## src/rtl/lut_prog_pkg.sv

```systemverilog
// Shared types and sizing helpers for the programmable LUT neuron.
package lut_prog_pkg;

  typedef enum logic [1:0] {
    ST_IDLE  = 2'd0,
    ST_LOAD  = 2'd1,
    ST_READY = 2'd2,
    ST_ERR   = 2'd3
  } state_e;

  // Number of table entries addressed by an IN_BITS index.
  function automatic int unsigned calc_depth(input int unsigned in_bits);
    return 32'(1) << in_bits;
  endfunction

  // Number of config words needed to fill the whole table.
  function automatic int unsigned calc_nwords(input int unsigned in_bits,
                                              input int unsigned out_bits,
                                              input int unsigned word_w);
    return (calc_depth(in_bits) * out_bits) / word_w;
  endfunction

  // Bit width needed to index n items, never less than one bit.
  function automatic int unsigned clog2_min1(input int unsigned n);
    return (n > 1) ? $clog2(n) : 1;
  endfunction

endpackage

```

## src/rtl/lut_prog_table.sv

```systemverilog
// Flop-array truth table: word-wide write port, registered entry-wide read port.
module lut_prog_table
  import lut_prog_pkg::*;
#(
  parameter int unsigned IN_BITS  = 6,
  parameter int unsigned OUT_BITS = 1,
  parameter int unsigned WORD_W   = 8,
  parameter int unsigned PTR_W    = 3
) (
  input  logic                clk,
  input  logic                rst_n,
  input  logic                i_wr_en,
  input  logic [PTR_W-1:0]    i_wr_ptr,
  input  logic [WORD_W-1:0]   i_wr_data,
  input  logic                i_rd_en,
  input  logic [IN_BITS-1:0]  i_rd_idx,
  output logic [OUT_BITS-1:0] o_rd_data
);

  localparam int unsigned DEPTH = calc_depth(IN_BITS);
  localparam int unsigned MEM_W = DEPTH * OUT_BITS;
  localparam int unsigned AW    = clog2_min1(MEM_W);

  logic [MEM_W-1:0]    r_mem;
  logic [OUT_BITS-1:0] r_rd_data;
  logic [AW-1:0]       w_wr_base;
  logic [AW-1:0]       w_rd_base;

  assign w_wr_base = AW'(i_wr_ptr) * AW'(WORD_W);
  assign w_rd_base = AW'(i_rd_idx) * AW'(OUT_BITS);
  assign o_rd_data = r_rd_data;

  // Table storage; reset clears every entry.
  always_ff @(posedge clk or negedge rst_n) begin
    if (!rst_n) begin
      r_mem <= '0;
    end else if (i_wr_en) begin
      r_mem[w_wr_base +: WORD_W] <= i_wr_data;
    end
  end

  // Registered read; holds the last result when no read is requested.
  always_ff @(posedge clk or negedge rst_n) begin
    if (!rst_n) begin
      r_rd_data <= '0;
    end else if (i_rd_en) begin
      r_rd_data <= r_mem[w_rd_base +: OUT_BITS];
    end
  end

endmodule

```

## src/rtl/lut_neuron_prog.sv

```systemverilog
// Run-time programmable truth-table neuron: config-stream loader plus one-cycle lookup.
module lut_neuron_prog
  import lut_prog_pkg::*;
#(
  parameter int unsigned IN_BITS  = 6,
  parameter int unsigned OUT_BITS = 1,
  parameter int unsigned WORD_W   = 8
) (
  input  logic                clk,
  input  logic                rst_n,
  input  logic                cfg_start,
  input  logic                cfg_valid,
  output logic                cfg_ready,
  input  logic [WORD_W-1:0]   cfg_data,
  input  logic                cfg_last,
  output logic                cfg_done,
  output logic                cfg_err,
  output logic                tbl_ok,
  input  logic                in_valid,
  input  logic [IN_BITS-1:0]  in_data,
  output logic                out_valid,
  output logic [OUT_BITS-1:0] out_data
);

  localparam int unsigned NWORDS = calc_nwords(IN_BITS, OUT_BITS, WORD_W);
  localparam int unsigned PTR_W  = clog2_min1(NWORDS);

  state_e           r_state;
  state_e           w_state_nxt;
  logic [PTR_W-1:0] r_ptr;
  logic             r_cfg_done;
  logic             r_out_valid;
  logic             w_accept;
  logic             w_final;
  logic             w_lookup;

  // A word is never taken in a cfg_start cycle, so a restart always begins at word 0.
  assign w_accept = (r_state == ST_LOAD) && cfg_valid && !cfg_start;
  assign w_final  = (r_ptr == PTR_W'(NWORDS - 1));
  assign w_lookup = (r_state == ST_READY) && in_valid && !cfg_start;

  // State register.
  always_ff @(posedge clk or negedge rst_n) begin
    if (!rst_n) begin
      r_state <= ST_IDLE;
    end else begin
      r_state <= w_state_nxt;
    end
  end

  // Next-state logic; cfg_start overrides everything and restarts the load.
  always_comb begin
    w_state_nxt = r_state;
    if (cfg_start) begin
      w_state_nxt = ST_LOAD;
    end else if (w_accept) begin
      if (cfg_last && w_final) begin
        w_state_nxt = ST_READY;
      end else if (cfg_last != w_final) begin
        w_state_nxt = ST_ERR;
      end
    end
  end

  // State-decoded outputs; cfg_ready also drops combinationally under cfg_start.
  always_comb begin
    cfg_ready = 1'b0;
    tbl_ok    = 1'b0;
    cfg_err   = 1'b0;
    case (r_state)
      ST_LOAD:  cfg_ready = !cfg_start;
      ST_READY: tbl_ok    = 1'b1;
      ST_ERR:   cfg_err   = 1'b1;
      default:  ;
    endcase
  end

  // Word pointer; stops at the final word since that word always leaves LOAD.
  always_ff @(posedge clk or negedge rst_n) begin
    if (!rst_n) begin
      r_ptr <= '0;
    end else if (cfg_start) begin
      r_ptr <= '0;
    end else if (w_accept && !cfg_last && !w_final) begin
      r_ptr <= r_ptr + 1'b1;
    end
  end

  // Load-complete pulse and lookup-valid flag.
  always_ff @(posedge clk or negedge rst_n) begin
    if (!rst_n) begin
      r_cfg_done  <= 1'b0;
      r_out_valid <= 1'b0;
    end else begin
      r_cfg_done  <= w_accept && cfg_last && w_final;
      r_out_valid <= w_lookup;
    end
  end

  assign cfg_done  = r_cfg_done;
  assign out_valid = r_out_valid;

  lut_prog_table #(
    .IN_BITS  (IN_BITS),
    .OUT_BITS (OUT_BITS),
    .WORD_W   (WORD_W),
    .PTR_W    (PTR_W)
  ) u_table (
    .clk       (clk),
    .rst_n     (rst_n),
    .i_wr_en   (w_accept),
    .i_wr_ptr  (r_ptr),
    .i_wr_data (cfg_data),
    .i_rd_en   (w_lookup),
    .i_rd_idx  (in_data),
    .o_rd_data (out_data)
  );

endmodule

```

## config.mk

```make
export PLATFORM = sky130hd
export DESIGN_NAME = lut_neuron_prog
export DESIGN_NICKNAME = d
export VERILOG_FILES = /design/src/rtl/lut_prog_pkg.sv /design/src/rtl/lut_prog_table.sv /design/src/rtl/lut_neuron_prog.sv
export SDC_FILE = /design/constraint.sdc
export NUM_CORES = 1
export LEC_CHECK = 0
export CAP_MARGIN = 0
export CORE_MARGIN = 2
export CORE_UTILIZATION = 50
export CTS_BUF_LIST = sky130_fd_sc_hd__clkbuf_8 sky130_fd_sc_hd__clkbuf_16
export DETAILED_ROUTE_END_ITERATION = 8
export GPL_TIMING_DRIVEN = 1
export PLACE_DENSITY = 0.7
export SETUP_SLACK_MARGIN = 0.02
export SLEW_MARGIN = 20
export SYNTH_ARGS = -nofsm -noshare
export SYNTH_HDL_FRONTEND = slang
export SYNTH_HIERARCHICAL = 1
export SYNTH_SLANG_ARGS = --single-unit
```

## constraint.sdc

```tcl
create_clock -name clk -period 6.4 [get_ports clk]
set_input_delay 0.96 -clock clk [delete_from_list [all_inputs] [get_ports clk]]
set_output_delay 0.96 -clock clk [all_outputs]
set_load 0.05 [all_outputs]
```

==> results of run 1 <==
==> power groups by stage <==
stage | clock network [uW] | registers, uW | logic, uW
floorplan | 0 | 506 | 81.5
global placement | 0 | 510 | 123
detailed placement | 0 | 512 | 126
CTS | 443 | 503 | 126
global route | 461 | 506 | 137
finish | 432 | 503 | 126
==> sequential cells by signal, summed over array words and instances, names as in the netlist <==
signal             count
u_table/r_mem         64
r_ptr                  3
r_state                2
cfg_done               1
out_valid              1
u_table/o_rd_data      1
==> cell families after synthesis <==
group	synth area share [%]
compound gates	4.63
fa+ha+maj	2.09
buf+inv	3.55
flops	50.1
mux	24.8
simple gates	14.9
==> worst max-delay path, stage by stage <==
cell,delay [ns]
clkdlybuf4s50_1,0.51
nor3b_1,0.23
clkdlybuf4s50_1,0.82
==> final timing paths <==
| kind | from | end | slack [ns] | depth (start not counted) |
|---|---|---|---|---|
| worst min register to register | u_table/r_mem[10] | u_table/r_mem[10] | 0.48 | 2 |
| min in group asynchronous | rst_n | u_table/r_mem[2] | 0.82 | 2 |
| worst max-delay path | cfg_start | cfg_ready | 2.92 | 3 |
| worst max register to register | r_ptr[0] | u_table/r_mem[25] | 3.57 | 6 |
| max in group asynchronous | rst_n | u_table/r_mem[49] | 5.00 | 2 |
| worst min-delay path | u_table/r_mem[10] | u_table/r_mem[10] | 0.48 | 2 |
==> stage by stage <==
step / utilization [%] / instances / hold slack [ns] / area (um^2)
final: 60.2 / 434 / 0.476 / 4140
after global routing: 60.2 / 434 / 0.490 / 4140
after CTS: 60.1 / 434 / 0.474 / 4130
after detailed placement: 56.6 / 418 / 0.456 / 3890
after global placement: 56.6 / 418 / 0.440 / 3890
after floorplan: - / 307 / 0.431 / 3600
==> cells in the final DEF, fill, tap and decap left out, types with 2 or more instances in the layout <==
master	Yosys	layout
nor3b_1	3	2
a22oi_1	4	4
clkbuf_8	1	9
nor3_1	3	3
nand2_1	56	56
bufinv_16	0	3
clkdlybuf4s50_1	0	24
nand3_1	18	18
a311oi_1	2	2
mux2_2	38	38
ha_1	6	6
and3_1	3	3
buf_4	2	2
a31oi_1	2	2
inv_1	10	10
dfrtp_1	72	72
o21ai_0	14	14
nor2b_1	4	4
mux4_1	7	7
clkinvlp_4	0	2
a21oi_1	2	2
nand4_1	2	2
mux2i_1	22	22
nor2_1	8	8
nand2b_1	3	3
mux4_2	2	2
==> layout make-up <==
class	count	area share (%)
clock buffer	9	3.00
timing repair buffer	27	6.29
clock inverter	7	2.87
inverter	10	0.908
sequential	72	43.6
multi-input combinational	213	40.5
tap	96	2.90
==> metal layers <==
| layer | track usage, % | wire length, um | vias up |
|---|---|---|---|
| li1 | - | - | 1150 |
| met1 | 29.6 | 3530 | 1260 |
| met2 | 33.5 | 3720 | 49 |
| met3 | 5.32 | 319 | 9 |
| met4 | 5.65 | 95 | 0 |
| met5 | 0 | 0 | - |
==> summary.md, run 1 <==
| Metric | Value |
|---|---|
| I/O pins | 26 |
| Part of the power in combinational logic | 11.8% |
| Vias | 2,468 |
| Req. time, crit path | 5.44 ns |
| Clock share of power | 40.8% |
| Hold-fix buffers, CTS | 0 |
| Yosys warns | 6 |
| Post-synthesis async set-or-reset flop share | 100% |
| Mapped Area | 3600 um^2 |
| Final Setup Violations | 0 |
| Final Max Slew Viols | 0 |
| Initial Utilization | 52.4% |
| PnR worst setup slack | 2.92 ns |
| Skew final | 0.00468 ns |
| FF+latch count, synth | 72 |
| Hold Path Class | flip-flop to flip-flop |
| Die area | 7890 um^2 |
| Final min period | 3.48 ns |
| Crit Path Max Fanout | 6 |
| Reg clk slew, reported paths | 0.07 ns |
| Antenna cells | 0 |
| Area of the multi-input gates | 1670 um^2 |
| Synth Flop Type | dfrtp_1 |
| GPL Wtd Cong | 0.802 |
| Mean routed wirelength per cell | 17.7 um |
| Synth top cells by count | dfrtp_1, nand2_1, mux2_2 |
| RSZ-0062 raised after global routing | no |
| Pin count of the biggest net entering global routing | 73 |
| Crit Path Class | primary input to output port |
| Setup Total Neg Slack | 0 ns |
| Worst Max-Slew Pin Slew | 0.886 ns |
| Relative slew slack | 40.5% |
| Worst skew pair latency | 0.34 ns |
| Final period util | 54.4% |
| Worst slack at placement | 2.74 ns |
| Worst Setup End Kind | output port |
| PortBufs | 25 |
| Drt total wl | 7660 um |
| First-pass GRT wire length | 12,200 um |
| Top-area cell type share of the netlist area | 50.1% |
| Post_cts resized | 0 |
| Synth unique cells | 41 |
| Root Buffer | clkbuf_8 |
| Site Rows | 30 |
| Max cap viols | 0 |
| Via density | 5.69 |
| Synth Instances | 307 |
| Die Wd | 88.8 um |
| Seq/Total Area, Yosys | 50.1% |
| CTS tree | built |
| Buffer depth of the longest clock path | 2 |
| Final layout net count | 359 |
| Overall power | 1060 uW |
| Vias in the first global route | 2,387 |
| Sink Count | 72 |
| Power per cell area | 256 nW/um^2 |
| Worst Path Arrival | 2.52 ns |
| Top-count cell post-synth | dfrtp_1 |
| Storage element area | 1800 um^2 |
| VDD IR-drop max | 156 uV |
| Synth top area cells | dfrtp_1, mux2_2, mux2i_1, nand2_1, mux4_1 |
| Switching Share | 24.1% |
| Final ANT Viol Nets | 0 |
| Initial antenna violation count | 0 |
| Initial DRC Count | 136 |
| H-tree levels | 3 |
| DR pass1 iterations | 4 |
| Avg Inst Size Synth | 11.7 um^2 |
| Leading area contributor after synthesis | dfrtp_1 |
| Residual DRC | 0 |
| Setup bufs post-CTS | 0 |
| Fillers | 579 |
| Internal power | 805 uW |
| EDFF count, synth | 0 |
| P_leak | 0.00197 uW |
| Sw Pwr | 256 uW |
| Core area | 6870 um^2 |
| DP Wirelength | 5120 um |
| Area growth syn-to-layout | 15.0% |
| Num CTS Buffers | 9 |
| Syn nets | 333 |
| All-Layer GR Usage | 21.3% |
| Fmax achieved | 287 MHz |
| Outcome | complete, no violations |
| Share of layout cells above drive strength 1 | 19.2% |
| Vert. Die Dim | 88.8 um |
| Sequential group share of total power | 47.4% |
| Startpoint types | primary input |
| Fin. Hold Viols | 0 |
| GRT overflow | 0 |
No activity file was read; power rests on OpenSTA's default activity.
==> run 2, diff against run 1 <==
--- a/config.mk
+++ b/config.mk
@@ -11,7 +11,7 @@
 export CTS_BUF_LIST = sky130_fd_sc_hd__clkbuf_8 sky130_fd_sc_hd__clkbuf_16
 export DETAILED_ROUTE_END_ITERATION = 8
 export GPL_TIMING_DRIVEN = 1
-export PLACE_DENSITY = 0.7
+export PLACE_DENSITY = 0.72
 export SETUP_SLACK_MARGIN = 0.02
 export SLEW_MARGIN = 20
 export SYNTH_ARGS = -nofsm -noshare
==> constraint.sdc (replaced) <==
create_clock -name clk -period 3.02 [get_ports clk]
set_input_delay 0.453 -clock clk [delete_from_list [all_inputs] [get_ports clk]]
set_output_delay 0.453 -clock clk [all_outputs]
set_load 0.05 [all_outputs]
==> summary.md, run 2 (synthesis results as in run 1) <==
| Metric | Value |
|---|---|
| Die area | 7890 um^2 |
| Final min period | 2.66 ns |
| Power per cell area | 537 nW/um^2 |
| H-tree levels | 3 |
| Fin. Hold Viols | 0 |
| All-Layer GR Usage | 22.6% |
| Final layout net count | 364 |
| Num CTS Buffers | 9 |
| Initial DRC Count | 184 |
| CTS tree | built |
| Final Max Slew Viols | 0 |
| DR pass1 iterations | 5 |
| Final Setup Violations | 0 |
| DP Area | 3940 um^2 |
| Max reg flops | 64 |
| Overall power | 2250 uW |
| Worst skew pair latency | 0.35 ns |
| GPL Wtd Cong | 0.876 |
| Worst reg-to-reg path cell count | 7 |
| Final ANT Viol Nets | 0 |
| Via density | 5.61 |
| Reg clk slew, reported paths | 0.08 ns |
| Initial Utilization | 52.4% |
| Share of layout cells above drive strength 1 | 20.1% |
| Hold Path Class | primary input to async pin |
| Root Buffer | clkbuf_8 |
| Setup Total Neg Slack | 0 ns |
| Relative slew slack | 59.3% |
| Reg-to-Reg End | u_table/r_mem[26] |
| Vias | 2,461 |
| Crit Path Max Fanout | 16 |
| Register bank with the most flops | u_table/r_mem |
| Buffer depth of the longest clock path | 2 |
| CP endpoint | u_table/r_mem[26] |
| Final period util | 88.0% |
| Hold-fix buffers, CTS | 0 |
| First-pass GRT wire length | 12,800 um |
| Vias in the first global route | 2,436 |
| Fin area | 4190 um^2 |
| Core area | 6870 um^2 |
| Largest regs | u_table/r_mem (64), r_ptr (3), r_state (2) |
| Critical R2R Launch | r_ptr[0] |
| Crit Path Class | flip-flop to flip-flop |
| Hold slack | 0.101 ns |
| Skew final | 0.0105 ns |
| Fmax achieved | 376 MHz |
| Post_cts resized | 0 |
| GRT overflow | 0 |
| Die Wd | 88.8 um |
| Site Rows | 30 |
| RSZ-0062 raised after global routing | no |
| Residual DRC | 0 |
| Req. time, crit path | 3.25 ns |
| PortBufs | 25 |
| Drt total wl | 7900 um |
| Final cell count without fillers | 439 |
| P_leak | 0.00201 uW |
| Pin count of the biggest net entering global routing | 48 |
| DP Wirelength | 5320 um |
| Setup bufs post-CTS | 0 |
| Max cap viols | 0 |
| Antenna cells | 0 |
| VDD IR-drop max | 395 uV |
| Most frequent cells in the layout | dfrtp_1, nand2_1, mux2_2 |
| Mean routed wirelength per cell | 18.0 um |
| Placed Instances | 422 |
| Commonest non-fill, non-tap cell in the layout | dfrtp_1 |
| Sink Count | 72 |
| Worst Setup SP | r_ptr[0] |
| Vert. Die Dim | 88.8 um |
| I/O pins | 26 |
| Worst Max-Slew Pin Slew | 0.610 ns |
| Startpoint types | flip-flop |
| Reg2reg setup slack | 0.36 ns |
| Worst Path Arrival | 2.89 ns |
| Area growth syn-to-layout | 16.6% |
| Worst Setup End Kind | flip-flop |
| Outcome | complete, no violations |
| Initial antenna violation count | 0 |
run 2: cell types whose count changed in the layout (fill, tap and decap cells not counted):
cell        before  now
buf_4            2    5
clkinvlp_4       2    1
clkinv_4         0    2
nor3b_1          2    3
buf_12           0    2
nor3b_2          1    0
inv_6            1    0
run 2: metal layers:
metal | GRT usage [%] | wire length (um) | vias up
met4 | 7.71 | 114 | 0
met1 | 30.6 | 3540 | 1216
li1 | - | - | 1156
met3 | 4.57 | 434 | 12
met2 | 36.4 | 3810 | 77
met5 | 0 | 0 | -
run 2: worst max-delay path: stages (launching register included):
cell and delay [ns]:
dfrtp_1 0.51, inv_1 0.16, ha_1 0.25, ha_1 0.60, nand2_1 0.21, nor3b_1 0.23
buf_4 0.22, mux2_2 0.36
run 2: final cells by class:
class	instances	area, um^2
Sequential cell	72	1800
Clock inverter	7	120
Multi-Input combinational cell	213	1670
Clock buffer	9	124
Timing Repair Buffer	32	323
Fill cell	580	2680
Tap cell	96	120
Inverter	10	37.5
run 2: worst min path at each step:
stage | start | end | slack [ns]
after floorplan | rst_n | cfg_done | 0.16
after global placement | u_table/r_mem[15] | u_table/r_mem[15] | 0.44
after detailed placement | u_table/r_mem[11] | u_table/r_mem[11] | 0.46
after CTS | rst_n | u_table/r_mem[39] | 0.11
after global routing | rst_n | u_table/r_mem[39] | 0.14
final | rst_n | u_table/r_mem[39] | 0.10
run 2: report_power, final:
group	internal (uW)	leakage, uW	total, uW	switching, uW
registers	1030	0.000960	1070	36.6
logic	131	0.000926	271	140
clock network	549	0.000119	915	366
run 2: metrics by stage:
step / setup WS, ns / utilization (%)
after floorplan: 0.742 / -
after global placement: 0.195 / 57.4
after detailed placement: 0.231 / 57.4
after CTS: 0.201 / 60.9
after global routing: 0.149 / 61.1
final: 0.362 / 61.1
==> run 3, diff against run 2 <==
--- a/config.mk
+++ b/config.mk
@@ -6,7 +6,7 @@
 export NUM_CORES = 1
 export LEC_CHECK = 0
 export CAP_MARGIN = 0
-export CORE_MARGIN = 2
+export CORE_MARGIN = 4
 export CORE_UTILIZATION = 50
 export CTS_BUF_LIST = sky130_fd_sc_hd__clkbuf_8 sky130_fd_sc_hd__clkbuf_16
 export DETAILED_ROUTE_END_ITERATION = 8
==> summary.md, run 3 (synthesis results as in run 1) <==
| Metric | Value |
|---|---|
| Core area | 6910 um^2 |
| Power per cell area | 536 nW/um^2 |
| Worst skew pair latency | 0.35 ns |
| P_leak | 0.00200 uW |
| Storage element area | 1800 um^2 |
| Skew final | 0.00585 ns |
| Initial DRC Count | 119 |
| Sink Count | 72 |
| Most frequent cell on the critical path | ha_1 |
| Crit path max-delay family | simple AND/OR/NAND/NOR gates |
| I/O pins | 26 |
| Req. time, crit path | 3.26 ns |
| Mean routed wirelength per cell | 18.5 um |
| Max cap viols | 0 |
| Relative slew slack | 60.7% |
| Sw Pwr | 536 uW |
| CTS tree | built |
| GRT overflow | 0 |
| Buffer depth of the longest clock path | 2 |
| Area growth syn-to-layout | 16.0% |
| Initial antenna violation count | 0 |
| Root Buffer | clkbuf_8 |
| Part of the power in combinational logic | 12.0% |
| Worst path cell trace | inv_1, ha_1, ha_1, nor3_2, nand3b_1, mux2_2 |
| Fmax achieved | 380 MHz |
| Hold-fix buffers, CTS | 0 |
| Reg clk slew, reported paths | 0.07 ns |
| Setup Total Neg Slack | 0 ns |
| All-Layer GR Usage | 20.5% |
| Max reg flops | 64 |
| Fin. Hold Viols | 0 |
| Vias in the first global route | 2,590 |
| Antenna cells | 0 |
| Sequential group share of total power | 47.8% |
| Slowest-stage cell, CP | dfrtp_1 |
| Worst Max-Slew Pin Slew | 0.590 ns |
| Setup bufs post-CTS | 0 |
| Num CTS Buffers | 9 |
| Final min period | 2.63 ns |
| Final cell count without fillers | 440 |
| DR pass1 iterations | 4 |
| Peak per-stage delay on the critical path | 0.49 ns |
| Final period util | 87.1% |
| Bufs and invs on worst path | 1 |
| Worst Path Arrival | 2.87 ns |
| Fillers | 592 |
| Placed Instances | 424 |
| Switching Share | 24.0% |
| Final ANT Viol Nets | 0 |
| Die area | 8620 um^2 |
| Initial Utilization | 52.1% |
| DP Wirelength | 5570 um |
| Fin util | 60.4% |
| Register bank with the most flops | u_table/r_mem |
| Site Rows | 30 |
| Crit Path Max Fanout | 16 |
| Drt total wl | 8130 um |
| Share of layout cells above drive strength 1 | 20.3% |
| Internal power | 1700 uW |
| Overall power | 2240 uW |
| Vias | 2,525 |
| Die Wd | 92.8 um |
| Area of the multi-input gates | 1670 um^2 |
| Crit Path Class | flip-flop to flip-flop |
| Clock share of power | 40.2% |
| GPL Wtd Cong | 0.829 |
| Via density | 5.74 |
| PortBufs | 25 |
| Startpoint types | flip-flop |
| VDD IR-drop max | 389 uV |
| Largest regs | u_table/r_mem (64), r_ptr (3), r_state (2) |
| Pin count of the biggest net entering global routing | 28 |
| Worst Setup End Kind | flip-flop |
| Most frequent cells in the layout | dfrtp_1, nand2_1, mux2_2 |
| Outcome | complete, no violations |
| H-tree levels | 3 |
| Vert. Die Dim | 92.8 um |
| First-pass GRT wire length | 13,200 um |
| Final Setup Violations | 0 |
| RSZ-0062 raised after global routing | no |
| Final layout net count | 365 |
| Final Max Slew Viols | 0 |
| Residual DRC | 0 |
| Hold Path Class | primary input to async pin |
| Commonest non-fill, non-tap cell in the layout | dfrtp_1 |
run 3: cell types whose count changed in the layout (fill, tap and decap cells not counted):
cell	before	now
buf_4	5	8
clkinv_4	2	0
nor3_2	1	2
inv_1	10	11
buf_12	2	0
nor3_1	3	2
clkinv_2	1	2
run 3: routing by layer:
| layer | vias to the layer above | GRT usage (%) | wire length [um] |
|---|---|---|---|
| met5 | - | 0 | 0 |
| met4 | 0 | 7.94 | 182 |
| met3 | 17 | 5.36 | 372 |
| met2 | 70 | 33.7 | 4100 |
| met1 | 1272 | 25.8 | 3470 |
| li1 | 1166 | - | - |
run 3: final timing paths:
| check | slack (ns) | cells after the start | end | startpoint |
|---|---|---|---|---|
| min in group clk | 0.47 | 2 | u_table/r_mem[15] | u_table/r_mem[15] |
| setup / recovery | 0.39 | 6 | u_table/r_mem[57] | r_ptr[0] |
| setup reg to reg | 0.39 | 6 | u_table/r_mem[57] | r_ptr[0] |
| hold reg to reg | 0.47 | 2 | u_table/r_mem[15] | u_table/r_mem[15] |
| max in group asynchronous | 2.16 | 2 | u_table/r_mem[9] | rst_n |
| hold / removal | 0.1 | 1 | u_table/r_mem[34] | rst_n |
run 3: cell type report:
| type | instances | area share [%] |
|---|---|---|
| clock buffers | 9 | 2.97 |
| multi-input cells | 213 | 40.1 |
| flip-flops and latches | 72 | 43.2 |
| clock inverters | 7 | 2.67 |
| well taps | 96 | 2.88 |
| repair buffers | 33 | 7.32 |
| inverters | 10 | 0.900 |
run 3: stage by stage:
| step | hold slack (ns) | setup slack, ns | cell area [um^2] |
|---|---|---|---|
| floorplan | 0.157 | 0.742 | 3600 |
| global placement | 0.445 | 0.444 | 3930 |
| detailed placement | 0.454 | 0.372 | 3930 |
| CTS | 0.115 | 0.326 | 4170 |
| global route | 0.131 | 0.163 | 4170 |
| finish | 0.0974 | 0.389 | 4170 |
run 3: what timing repair did:
item / CTS / global route
setup endpoints to repair: 0 / 1
endpoints found under the hold margin: 0 / 0
gates resized for setup: 0 / 1
run 3: power by group through the flow:
stage                     clock, uW  combinational (uW)  sequential [uW]
after floorplan                   0                 173             1070
after global placement            0                 262             1080
after detailed placement          0                 266             1090
after CTS                       914                 268             1070
after global routing            958                 294             1080
final                           900                 268             1070
